## src/rtl/core_sequencer.sv

```systemverilog
// Multi-cycle control FSM for the single-issue core: FETCH/DECODE/EXEC/MEM/WRITE/HALT.
// Ports: clk, rst (sync, active-high), halt_req, fetch_ack, exec_multi, exec_busy,
//   mem_access, mem_ack in; state, fetch_req, mem_req, reg_we_stb, pc_update,
//   halted, timeout_err, retired_cnt out.
module core_sequencer #(
    parameter int unsigned CNT_W   = 32,
    parameter int unsigned TIMEOUT = 1023
) (
    input  logic             clk,
    input  logic             rst,
    input  logic             halt_req,
    input  logic             fetch_ack,
    input  logic             exec_multi,
    input  logic             exec_busy,
    input  logic             mem_access,
    input  logic             mem_ack,
    output logic [2:0]       state,
    output logic             fetch_req,
    output logic             mem_req,
    output logic             reg_we_stb,
    output logic             pc_update,
    output logic             halted,
    output logic             timeout_err,
    output logic [CNT_W-1:0] retired_cnt
);

    // Wide enough to hold TIMEOUT-1, the last stall count before expiry.
    localparam int unsigned WC_W =
        (TIMEOUT < 2) ? 1 : $clog2(TIMEOUT + 1);
    localparam bit WD_EN = (TIMEOUT != 0);
    localparam logic [WC_W-1:0] WC_LAST =
        (TIMEOUT == 0) ? '0 : WC_W'(TIMEOUT - 1);

    typedef enum logic [2:0] {
        S_FETCH  = 3'd0,
        S_DECODE = 3'd1,
        S_EXEC   = 3'd2,
        S_MEM    = 3'd3,
        S_WRITE  = 3'd4,
        S_HALT   = 3'd5
    } state_e;

    state_e            state_q, state_d;
    logic              multi_q, multi_d;
    logic              hpend_q, hpend_d;
    logic              tmo_q, tmo_d;
    logic [WC_W-1:0]   wait_q, wait_d;
    logic [CNT_W-1:0]  ret_q, ret_d;
    logic              stall;

    always_ff @(posedge clk) begin
        if (rst) begin
            state_q <= S_FETCH;
            multi_q <= 1'b0;
            hpend_q <= 1'b0;
            tmo_q   <= 1'b0;
            wait_q  <= '0;
            ret_q   <= '0;
        end else begin
            state_q <= state_d;
            multi_q <= multi_d;
            hpend_q <= hpend_d;
            tmo_q   <= tmo_d;
            wait_q  <= wait_d;
            ret_q   <= ret_d;
        end
    end

    always_comb begin
        state_d = state_q;
        multi_d = multi_q;
        hpend_d = hpend_q | halt_req;
        tmo_d   = tmo_q;
        ret_d   = ret_q;
        stall   = 1'b0;

        unique case (state_q)
            S_FETCH: begin
                if (fetch_ack) state_d = S_DECODE;
                else           stall   = 1'b1;
            end
            S_DECODE: begin
                multi_d = exec_multi;
                state_d = S_EXEC;
            end
            S_EXEC: begin
                // busy only matters for instructions on the multi-cycle unit
                if (multi_q && exec_busy) stall   = 1'b1;
                else                      state_d = S_MEM;
            end
            S_MEM: begin
                if (mem_access && !mem_ack) stall   = 1'b1;
                else                        state_d = S_WRITE;
            end
            S_WRITE: begin
                ret_d   = ret_q + CNT_W'(1);
                state_d = (hpend_q || halt_req) ? S_HALT : S_FETCH;
            end
            S_HALT: begin
                state_d = S_HALT;
            end
            default: begin
                state_d = S_FETCH;
            end
        endcase

        // A stall cycle that would be the TIMEOUT-th one aborts to HALT;
        // an ack/!busy in that same cycle is not a stall and wins.
        if (WD_EN && stall && (wait_q == WC_LAST)) begin
            state_d = S_HALT;
            tmo_d   = 1'b1;
        end

        if (state_d != state_q) wait_d = '0;
        else if (stall)         wait_d = wait_q + WC_W'(1);
        else                    wait_d = wait_q;
    end

    assign state       = state_q;
    assign fetch_req   = (state_q == S_FETCH) && !rst;
    assign mem_req     = (state_q == S_MEM) && mem_access && !rst;
    assign reg_we_stb  = (state_q == S_WRITE) && !rst;
    assign pc_update   = (state_q == S_WRITE) && !rst;
    assign halted      = (state_q == S_HALT);
    assign timeout_err = tmo_q;
    assign retired_cnt = ret_q;

endmodule
```

## config.mk

```make
export PLATFORM = sky130hd
export DESIGN_NAME = core_sequencer
export DESIGN_NICKNAME = d
export VERILOG_FILES = /design/src/rtl/core_sequencer.sv
export SDC_FILE = /design/constraint.sdc
export NUM_CORES = 1
export LEC_CHECK = 0
export BUFFER_PORTS_ARGS = -buffer_cell sky130_fd_sc_hd__buf_2
export CAP_MARGIN = 20
export CORE_ASPECT_RATIO = 0.75
export CORE_MARGIN = 1.5
export CORE_UTILIZATION = 54
export DETAILED_ROUTE_END_ITERATION = 10
export GPL_ROUTABILITY_DRIVEN = 0
export HOLD_SLACK_MARGIN = 0.06
export PLACE_DENSITY = 0.79
export SYNTH_ARGS = -nofsm -noshare
export SYNTH_HDL_FRONTEND = slang
export SYNTH_SLANG_ARGS = --single-unit
```

## constraint.sdc

```tcl
create_clock -name clk -period 2.16 [get_ports clk]
set_clock_uncertainty 0.1 [all_clocks]
set_input_delay 0.324 -clock clk [delete_from_list [all_inputs] [get_ports clk]]
set_output_delay 0.324 -clock clk [all_outputs]
set_load 0.01 [all_outputs]
```

== Word level (Yosys, flattened, before mapping) ==
Index checks and enable logic that the tools add are counted.

* Flip-flop bits (word level): 48
* Bits of input ports: 8
* Output and inout bits: 41

* $add $sub $neg: 2
* Eq/ne operators: 7
* Muxes and demuxes: 10
* Bitwise logic cells: 1
* Reduce and logical (&&, ||, !) cells: 12

{| class="wikitable"
|+ Operator list
! operator !! number
|-
| adder 32 x 1 -> 32 bit, second input constant || 1
|-
| one-hot mux 3 bit (6 select lines) || 1
|-
| 2-to-1 mux 3 bit || 5
|-
| adder 10 x 1 -> 10 bit, second input constant || 1
|-
| equality test 10 bit, second input constant || 1
|-
| logical AND 1 bit || 7
|-
| equality test 3 x 2 -> 1 bit, second input constant || 2
|-
| equality test 3 bit, second input constant || 2
|-
| equality test 3 x 1 -> 1 bit, second input constant || 1
|-
| zero test 3 bit || 1
|-
| 2-to-1 mux 1 bit || 3
|-
| != test 3 bit || 1
|-
| one-hot mux 1 bit (3 select lines) || 1
|-
| zero test 1 bit || 2
|-
| OR reduction 2 bit || 1
|-
| logical OR 1 bit || 1
|-
| OR 1 bit || 1
|}

== Longest topological paths before layout ==
* Depth after elaboration: 8
* Depth in mapped cells: 7
* Mapped depth without buffers: 6

== Worst setup path before layout ==
No wires, ideal clock.

* Path type: register to register
* Start point: register state_q[2] (netlist: state[2])
* End point: register ret_q[28] (netlist: retired_cnt[28])
* Setup time: 0.128 ns
* Arrival: 1.659 ns
* Slack: 0.273 ns
* Stages on the path, launching flop included: 6
* Buffers on the path: 0
* Clock period less this slack: 1.887 ns
* Cells stage by stage: dfxtp_1 > or3b_4 > nor4_4 > nand4_1 > xor2_1 > nor2_1

* Word-level cells in the longest chain between the ends: 1

{| class="wikitable"
|+ RTL lines
! item !! line !! source
|-
| from (decl) || 43 || <nowiki>state_e state_q, state_d;</nowiki>
|-
| from (signal assigned) || 60 || <nowiki>state_q <= state_d;</nowiki>
|-
| equality test 3 bit || 77 || <nowiki>unique case (state_q)</nowiki>
|-
| to (signal assigned) || 65 || <nowiki>ret_q <= ret_d;</nowiki>
|-
| to (decl) || 48 || <nowiki>logic [CNT_W-1:0] ret_q, ret_d;</nowiki>
|}

No other way between the ends.
A chain may end at the register's enable or synchronous reset.

== Final worst setup path ==
* Start point: register ret_q[14] (netlist: retired_cnt[14])
* End point: register ret_q[31] (netlist: retired_cnt[31])

* Word-level cells in the longest chain between the ends: 1

{| class="wikitable"
|+ RTL lines
! item !! line !! source
|-
| adder 32 x 1 -> 32 bit || 96 || <nowiki>ret_d = ret_q + CNT_W'(1);</nowiki>
|}

No other way between the ends.

==> results.txt <==
----------------------------------------------------
[Worst hold path]
  Path class of the lowest-slack min-delay path ... primary input to flip-flop

[Timing]
  Count of final setup violators ... 0
  Highest attainable clock frequency ... 489 MHz
  Period minus WS final ... 2040 ps
  Total Neg Setup Slack ... 0 ps
  Crit path setup slack, layout ... 117 ps
  Count of pins over their slew limit ... 0
  Slew headroom ... 0.711
  Worst-margin pin slew ... 434 ps
  Final worst path period share ... 0.946
  Worst hold margin ... 182 ps
  Final number of hold-violating endpoints ... 0
  Setup repair after global routing missed its margin ... no

[Outcome]
  Outcome ... completed

[Synthesis]
  Post-synth top cells ... 48 x dfxtp_1, 38 x nor2_1, 24 x xor2_1
  Area share of the largest cell type after synthesis ... 0.418
  Number of instances in the synthesized netlist ... 271
  Yosys warnings ... 0
  Mean instance size in the synthesized netlist ... 8.49 sq um
  Most used flip-flop cell after synthesis ... dfxtp_1
  Area leader, netlist ... dfxtp_1
  Dominant cells by area after synthesis ... dfxtp_1 42%, xor2_1 9.1%, nor2_1 6.2%
  Register area share after synthesis ... 0.418
  Number of unique standard cell types used by synthesis ... 38
  Syn_nets ... 282
  Most common cell in the synthesized netlist ... dfxtp_1
  Post-synthesis register bit count ... 48
  Number of flops mapped to enable cells by yosys ... 0
  Asr flop ratio synth ... 0
  Synth Cell Area ... 2300 sq um

[Clocking]
  Master cell of the clock root buffer ... clkbuf_8
  Clk slew on worst S/H paths ... 90 ps
  Max clock buf depth ... 2
  Clock buffer count from CTS ... 5
  H-tree lvl count ... 2
  Number of sinks on the clock net ... 48
  Buffer count from post-CTS setup fixing ... 0
  TritonCTS clock tree ... built
  Source-to-sink clock delay at the later pin of the worst-skew pair ... 300 ps

[Setup path]
  Critical path arrival ... 2180 ps
  Worst r2r path cells ... 5
  Critical path startpoint category ... flip-flop
  Crit Path Max Fanout ... 7
  Endpoint of the worst register-to-register path ... retired_cnt[31]
  Register-to-register path setup slack ... 120 ps
  CP required ... 2300 ps
  Capturing element of the worst setup path ... retired_cnt[31]
  Worst Setup End Kind ... flip-flop
  Start-to-end type of the worst setup path ... flip-flop to flip-flop
  Launch point of the critical path ... retired_cnt[14]
  Source of the worst register-to-register timing path ... retired_cnt[14]

[Drt]
  Number of design-rule violations left by the first detailed-router iteration ... 187
  Number of detailed-route iterations in the first pass ... 4
  Remaining antenna violation count after routing ... 0
  Routed via count divided by cell count ... 5.60
  Final routed wirelength across all metal layers ... 5.20 mm
  Via total after detailed routing ... 2124
  Drc violations ... 0
  Average routed wire per standard cell ... 13.7 microns

[Finish]
  Final std cells w/o fill ... 379
  Design Area, Final ... 2780 sq um
  Antenna Cells ... 0
  Share of cells above drive strength 1 ... 0.222
  Final core utilization ... 0.680
  Sequential cell area ... 961 sq um
  Layout-stage area growth over the synthesis result ... 20.6%
  Net count of the finished layout ... 335
  Area of the multi-input gates ... 1270 sq um
  Filler Cells Inserted ... 340

[Floorplan]
  Die X ... 78.4 microns
  Ports ... 49
  Die Outline Area ... 4670 sq um
  Die height ... 59.5 microns
  FP Rows ... 20
  Initial core utilization ... 0.564
  Core box area ... 4080 sq um

[GRT]
  Pin count of the biggest net entering global routing ... 23
  Antenna violations before repair ... 0
  Total congestion overflow after global routing ... 0
  Total global-route track usage ... 0.232
  Number of global-route vias before repair ... 1785
  First-pass GRT wire length ... 8.44 mm

[Place]
  Worst slack, placed ... 196 ps
  Area of placed instances ... 2640 sq um
  Dpl cells ... 372
  DPL Wire Length ... 3.61 mm
  Port bufs ... 48

[Power]
  Overall power after layout ... 1.84 mW
  Maximum vdd drop ... 0.484 mV
  P_leak ... 1.15 nW
  Power per cell area ... 662 nW/um^2

[Flow run]
  Max-cap violation count ... 0

----------------------------------------------------
## report_power, final
group	switching, mW	internal, mW	leakage (nW)
Sequential	0.0199	0.899	0.387
Combinational	0.103	0.0713	0.703
Clock	0.289	0.456	0.0642
## worst max-delay path, cell delays in order (launching register included)
cell     delay [ps]
dfxtp_1         420
and4_1          310
and4_1          380
nand4_1         240
or3_1           400
a21oi_1         130
## cells in the final DEF (no fill, tap or decap), types with 2 or more instances in the layout
cell type and instances:
bufinv_16 2, o2111ai_1 3, or3_1 5, o21ai_1 4
nand3_1 16, inv_1 3, buf_4 13, buf_2 48
nand2b_1 2, o21ai_0 6, dfxtp_1 48, and2_1 2
and3_1 7, clkbuf_8 5, nor4_1 5, nand4_1 11
nand2_1 16, ha_1 3, and4_1 5, o211ai_1 6
nor2_1 38, xnor2_1 11, nor3_1 15, xor2_1 24
nor2b_1 2, a21oi_1 10, a211o_1 2
## sequential cells by signal, indices dropped and copies added (netlist names)
name,flops
retired_cnt,32
wait_q,10
state,3
hpend_q,1
multi_q,1
timeout_err,1
## metal layers
metal	global-route usage	part of all wire	wire length, microns	up-vias
met1	0.338	0.49	2540	977
met3	0.0492	0.065	340	7
met4	0.0765	0.011	55	0
li1	-	-	-	1062
met2	0.343	0.44	2270	78
met5	0	0	0	-
## how the worst min path moves through the flow
stage                startpoint     endpoint  slack [ps]  depth (start not counted)
finish                 halt_req      hpend_q         180                          3
global route           halt_req      hpend_q         200                          3
CTS                  exec_multi      multi_q         180                          3
detailed placement  timeout_err  timeout_err         340                          2
global placement    timeout_err  timeout_err         330                          2
floorplan               multi_q      multi_q         340                          2
## area by class of cell
cell class / count / area share
Clock inverter: 2 / 0.0216
Multi-Input combinational cell: 205 / 0.457
Clock buffer: 5 / 0.0248
Timing Repair Buffer: 61 / 0.122
Tap cell: 55 / 0.0248
Inverter: 3 / 0.00406
Sequential cell: 48 / 0.346
## kinds of logic (layout without fill, tap and decap cells)
group | after synthesis | in the layout | synth area share
AO/OA/AOI/OAI | 35 | 35 | 0.0957
XOR/XNOR | 35 | 35 | 0.133
adder cells (fa/ha/maj) | 3 | 3 | 0.0163
buffers and inverters | 18 | 71 | 0.0337
flip-flops | 48 | 48 | 0.418
AND/OR/NAND/NOR | 132 | 132 | 0.303
## repair_timing
action,CTS,global route
resized for setup,0,1
hold buffers,0,0
endpoints found under the setup margin,0,11
Power figures use the tool's default switching activity.
